File: src/rtl/alu_pkg.sv
// alu_pkg: shared widths, op codes, instruction field positions and controller states
package alu_pkg;
    localparam int DATA_W = 8;
    localparam int NREG   = 4;
    localparam int REG_W  = 2;
    localparam logic [1:0] OP_ADD = 2'b00;
    localparam logic [1:0] OP_AND = 2'b01;
    localparam int OP_LSB = 6;
    localparam int RD_LSB = 4;
    localparam int RA_LSB = 2;
    localparam int RB_LSB = 0;
    typedef enum logic [1:0] {IDLE, READ, EXEC, WB} state_t;
endpackage

File: src/rtl/alu_ctrl_if.sv
// alu_ctrl_if: instruction handshake, direct-load and writeback report bundle
interface alu_ctrl_if import alu_pkg::*; ();
    logic              instr_valid;
    logic              instr_ready;
    logic [7:0]        instr;
    logic              ld_en;
    logic [REG_W-1:0]  ld_addr;
    logic [DATA_W-1:0] ld_data;
    logic              res_valid;
    logic [REG_W-1:0]  res_addr;
    logic [DATA_W-1:0] res_data;
    logic              res_zero;
    logic [7:0]        op_count;
    modport master (
        output instr_valid, instr, ld_en, ld_addr, ld_data,
        input  instr_ready, res_valid, res_addr, res_data, res_zero, op_count
    );
    modport slave (
        input  instr_valid, instr, ld_en, ld_addr, ld_data,
        output instr_ready, res_valid, res_addr, res_data, res_zero, op_count
    );
endinterface

File: src/rtl/alu.sv
// alu: combinational 8-bit ALU; ops 2'b10/2'b11 yield zero
module alu import alu_pkg::*; (
    input  logic [DATA_W-1:0] a,
    input  logic [DATA_W-1:0] b,
    input  logic [1:0]        op,
    output logic [DATA_W-1:0] c
);
    always_comb c = op == OP_ADD ? a + b : op == OP_AND ? a & b : '0;
endmodule

File: src/rtl/alu_ctrl.sv
// alu_ctrl: four-phase sequencer (accept, read, execute, writeback) around alu over a 4-entry register file
module alu_ctrl import alu_pkg::*; (
    input  logic       clk,
    input  logic       rst,
    alu_ctrl_if.slave  bus
);
    state_t            state, nxt;
    logic [DATA_W-1:0] rf [NREG];
    logic [DATA_W-1:0] opa, opb, c;
    logic [7:0]        ir;
    logic [1:0]        op;
    logic [REG_W-1:0]  rd, ra, rb;
    assign op = ir[OP_LSB +: 2];
    assign rd = ir[RD_LSB +: REG_W];
    assign ra = ir[RA_LSB +: REG_W];
    assign rb = ir[RB_LSB +: REG_W];
    alu u_alu (.a(opa), .b(opb), .op(op), .c(c));
    always_ff @(posedge clk or posedge rst)
        if (rst) state <= IDLE;
        else     state <= nxt;
    always_comb begin
        nxt = state;
        case (state)
            IDLE:    nxt = bus.instr_valid ? READ : IDLE;
            READ:    nxt = EXEC;
            EXEC:    nxt = WB;
            default: nxt = IDLE;
        endcase
        bus.instr_ready = state == IDLE;
        bus.res_valid   = state == WB;
    end
    // res_* are registered at the end of EXEC so they stay put after the writeback pulse
    always_ff @(posedge clk or posedge rst) begin
        if (rst) begin
            for (int i = 0; i < NREG; i++) rf[i] <= '0;
            opa          <= '0;
            opb          <= '0;
            ir           <= '0;
            bus.res_addr <= '0;
            bus.res_data <= '0;
            bus.res_zero <= 1'b0;
            bus.op_count <= '0;
        end else begin
            if (state == IDLE && bus.ld_en) rf[bus.ld_addr] <= bus.ld_data;
            if (state == IDLE && bus.instr_valid) ir <= bus.instr;
            if (state == READ) begin
                opa <= rf[ra];
                opb <= rf[rb];
            end
            if (state == EXEC) begin
                bus.res_addr <= rd;
                bus.res_data <= c;
                bus.res_zero <= c == '0;
            end
            if (state == WB) begin
                rf[bus.res_addr] <= bus.res_data;
                bus.op_count     <= bus.op_count + 8'd1;
            end
        end
    end
endmodule

File: src/flat_wrapper.sv
// flat-port wrapper written by rule: the top's interface ports become plain ports
module alu_ctrl_flat import alu_pkg::*;
  (clk, rst, bus_instr_valid, bus_instr, bus_ld_en, bus_ld_addr, bus_ld_data, bus_instr_ready, bus_res_valid, bus_res_addr, bus_res_data, bus_res_zero, bus_op_count);
  alu_ctrl_if bus_i ();
  input  logic clk;
  input  logic rst;
  input wire logic [$bits(bus_i.instr_valid)-1:0] bus_instr_valid;
  input wire logic [$bits(bus_i.instr)-1:0] bus_instr;
  input wire logic [$bits(bus_i.ld_en)-1:0] bus_ld_en;
  input wire logic [$bits(bus_i.ld_addr)-1:0] bus_ld_addr;
  input wire logic [$bits(bus_i.ld_data)-1:0] bus_ld_data;
  output wire logic [$bits(bus_i.instr_ready)-1:0] bus_instr_ready;
  output wire logic [$bits(bus_i.res_valid)-1:0] bus_res_valid;
  output wire logic [$bits(bus_i.res_addr)-1:0] bus_res_addr;
  output wire logic [$bits(bus_i.res_data)-1:0] bus_res_data;
  output wire logic [$bits(bus_i.res_zero)-1:0] bus_res_zero;
  output wire logic [$bits(bus_i.op_count)-1:0] bus_op_count;
  assign bus_i.instr_valid = bus_instr_valid;
  assign bus_i.instr = bus_instr;
  assign bus_i.ld_en = bus_ld_en;
  assign bus_i.ld_addr = bus_ld_addr;
  assign bus_i.ld_data = bus_ld_data;
  assign bus_instr_ready = bus_i.instr_ready;
  assign bus_res_valid = bus_i.res_valid;
  assign bus_res_addr = bus_i.res_addr;
  assign bus_res_data = bus_i.res_data;
  assign bus_res_zero = bus_i.res_zero;
  assign bus_op_count = bus_i.op_count;
  alu_ctrl u_core (.clk(clk), .rst(rst), .bus(bus_i));
endmodule
File: config.mk
export PLATFORM = sky130hd
export DESIGN_NAME = alu_ctrl_flat
export DESIGN_NICKNAME = d
export VERILOG_FILES = /design/src/rtl/alu_pkg.sv /design/src/rtl/alu_ctrl_if.sv /design/src/rtl/alu.sv /design/src/rtl/alu_ctrl.sv /design/src/flat_wrapper.sv
export SDC_FILE = /design/constraint.sdc
export NUM_CORES = 1
export LEC_CHECK = 0
export ABC_AREA = 1
export ABC_CLOCK_PERIOD_IN_PS = 7060
export CAP_MARGIN = 25
export CORE_MARGIN = 3
export CORE_UTILIZATION = 62
export DETAILED_ROUTE_END_ITERATION = 8
export GPL_TIMING_DRIVEN = 0
export PLACE_DENSITY = 0.86
export SLEW_MARGIN = 15
export SYNTH_ARGS = -nofsm -noshare
export SYNTH_HDL_FRONTEND = slang
export SYNTH_SLANG_ARGS = --single-unit
File: constraint.sdc
create_clock -name clk -period 7.06 [get_ports clk]
set_input_delay 1.412 -clock clk [delete_from_list [all_inputs] [get_ports clk]]
set_output_delay 1.412 -clock clk [all_outputs]
set_load 0.01 [all_outputs]
==> summary.txt <==
Layout
  • Net count, final: between 600 and 700
  • Share of layout cells above drive strength 1: 10.34%
  • Fillers: 476
  • Ant. Diodes: 0
  • Post-Layout Cell Count: between 600 and 700
  • Area Growth Syn to Fin: 18.70%

Routing
  • Met3 WL: 925 microns
  • Antenna viol nets, final: 0
  • Met2 wire len: 5833 microns
  • Via count: 4082
  • Wl on met1: between 4000 and 5000 microns
  • DRT Wirelength: between 10000 and 15000 microns
  • Highest routed layer: met4
  • 1st-iter DRT viols: 463
  • DRC: 0
  • Vias per std cell: roughly 6
  • Pre-antenna DRT Iters: 7
  • Drt wl/cell: about 18 microns

STA
  • Final TNS setup: 0 ns
  • Setup Skew: 0.005348 ns
  • Actual slew at the worst max-slew pin: 0.4832 ns
  • Final setup fails: 0
  • Max Slew Vio Count: 0
  • Worst hold slack: 0.5037 ns
  • Post-layout min period: 3.109 ns
  • FMAX: between 300 and 400 MHz
  • Rel. slew slack: between 60% and 70%
  • Hold Vio Cnt, Final: 0
  • Period utilization: 44.03%
  • RSZ-0062 raised after global routing: no
  • Worst Slack Setup Final: 3.951 ns

CTS
  • H-Tree Depth: 3
  • CTS tree: yes
  • Post-CTS setup repair buffer count: 0
  • Longest Clk Path Bufs: 2
  • Post-CTS Hold Buffers: 0
  • Reg clk slew, reported paths: around 0.080 ns
  • CTS resizes: 0
  • Num Clock Sinks: 77
  • Total CTS buffers: 9
  • CTS root buf: clkbuf_8
  • Worst-skew pair later-pin latency: 0.35 ns

Logic synthesis
  • Top-area cell type share of the netlist area: between 40% and 50%
  • Syn_area_per_cell: roughly 8 sq um
  • Synth async-reset ratio: between 90% and 100%
  • Dominant cell type by area after synthesis: dfrtp_1
  • Synth cell count leaders: nand2_1 (93), dfrtp_1 (77), inv_1 (54)
  • Sequential area share after synthesis: 45.43%
  • Yosys warns: 0
  • Synth cell types: 30
  • Netlist Area Pre-Place: 0.004242 sq mm
  • Post-synthesis cell count: roughly 530
  • Seq cells post-synth: between 70 and 80
  • Syn Nets: approximately 570
  • Leading register cell type out of synthesis: dfrtp_1
  • Ranking of synthesized cells by area: dfrtp_1 (45%), nand2_1 (8.2%), o21ai_0 (5.1%)
  • Count leader, synth: nand2_1
  • Number of synthesized flops with an enable pin: 0

Floorplanning
  • Initial Utilization: 65.31%
  • # IOs: 43
  • Die ar.: slightly below 0.008 sq mm
  • Die width: a little under 90 microns
  • Placeable Area: around 0.0065 sq mm
  • Die height: 88.71 microns
  • Cell row count: 29

Worst setup path
  • Setup CP Type: reg -> out
  • CP Capture Type: output port
  • Worst EP required: between 5 and 6 ns
  • Critical Path AT: roughly 1.7 ns
  • CP Launch Type: flip-flop
  • Maximum fanout along the worst path: 5

Placement
  • Detailed Place HPWL: just under 9000 microns
  • Place WS: between 4 and 5 ns
  • PortBufs: 42
  • Final GP Congestion: slightly above 0.9
  • Placed insts: 652

Power and ir drop
  • Power per cell area: slightly below 500 mW/mm^2
  • P_leak: around 2.4 nW
  • Worst VDD drop: about 0.34 mV

Min path
  • Hold/Removal Path Class: reg -> reg

Run status
  • Status: finished clean

GRT
  • Pin count of the biggest net entering global routing: between 50 and 60
  • Global-route wire length before repair: ~19000 microns
  • Initial antenna violation count: 0
  • GR Overflow Total: 0
  • GRT Overall Usage: 32.74%
  • Vias in the first global route: approximately 4000

Job
  • Maxcap violations: 0
==> where the power goes <==
group	internal [mW]	switching (mW)	leakage [nW]	total [mW]
sequential	0.646	0.149	0.905	0.795
combinational	0.468	0.786	1.33	1.25
clock	0.252	0.162	0.125	0.414
==> through the flow <==
step | power (mW) | utilization (%) | area (sq um)
global placement | 1.944 | 73.26 | 4758
CTS | 2.436 | 77.52 | 5035
detailed placement | 2.012 | 73.72 | 4788
floorplan | 1.616 | - | 4242
finish | 2.463 | 77.52 | 5035
global route | 2.644 | 77.52 | 5035
==> final timing paths <==
kind	startpoint	to	slack (ns)	cells past startpoint
setup / recovery	u_core.state[1]	bus_instr_ready	3.95	3
hold / removal	u_core.bus.res_zero	u_core.bus.res_zero	0.50	2
min in group asynchronous	rst	u_core.ir[7]	1.36	2
max in group asynchronous	rst	u_core.bus.op_count[0]	5.14	3
setup reg to reg	u_core.state[1]	u_core.rf[21]	5.19	8
hold reg to reg	u_core.bus.res_zero	u_core.bus.res_zero	0.50	2
==> registers in the layout, indices dropped and copies added (netlist names) <==
| name | count |
|---|---|
| u_core.bus.res_data | 8 |
| u_core.rf | 32 |
| u_core.opa | 8 |
| u_core.state | 2 |
| u_core.bus.op_count | 8 |
| u_core.ir | 8 |
| u_core.bus.res_zero | 1 |
| u_core.opb | 8 |
| u_core.bus.res_addr | 2 |
==> per-layer routing <==
layer	up-vias	global-route usage, %
met4	0	14.42
met5	-	0
met3	38	5.773
met1	1908	41.62
li1	1891	-
met2	245	54.86
==> critical path: stages (launching register included) <==
cell	delay, ns
dfrtp_1	0.44
inv_1	0.11
ha_1	0.23
clkdlybuf4s50_1	0.57
==> layout by cell type (no fill, tap or decap), drive strengths merged, types with 2 or more instances in the layout <==
cell type | Yosys | final
nand2 | 98 | 98
dfrtp | 77 | 77
inv | 63 | 63
nor2 | 59 | 59
o21ai | 58 | 58
a21oi | 42 | 42
clkdlybuf4s50 | 0 | 42
nand3 | 36 | 36
a31oi | 32 | 32
clkbuf | 8 | 19
o211ai | 18 | 18
buf | 15 | 16
ha | 14 | 14
xor2 | 3 | 3
bufinv | 0 | 3
xnor2 | 2 | 2
mux2 | 2 | 2
==> kinds of logic after synthesis <==
family,Yosys count,share of synthesized area [%]
AOI/OAI and AO/OA,151,20.06
xor gates and xnor gates,5,1.033
adders and majority gates,14,4.130
buffers and inverters,86,8.230
DFF,77,45.43
muxes,2,0.5309
and+or+nand+nor,197,20.59
==> final cells by class <==
| type | instances | area [sq um] | area share, % |
|---|---|---|---|
| Timing Repair Buffer | 43 | 447.9 | 8.897 |
| Tap cell | 77 | 96.34 | 1.914 |
| Clock inverter | 4 | 95.09 | 1.889 |
| Clock buffer | 11 | 151.4 | 3.007 |
| Sequential cell | 77 | 1927 | 38.27 |
| Multi-Input combinational cell | 369 | 1966 | 39.04 |
| Buffer | 23 | 112.6 | 2.237 |
| Inverter | 63 | 239.0 | 4.747 |
Note: power is estimated with default switching activity, not from simulation.
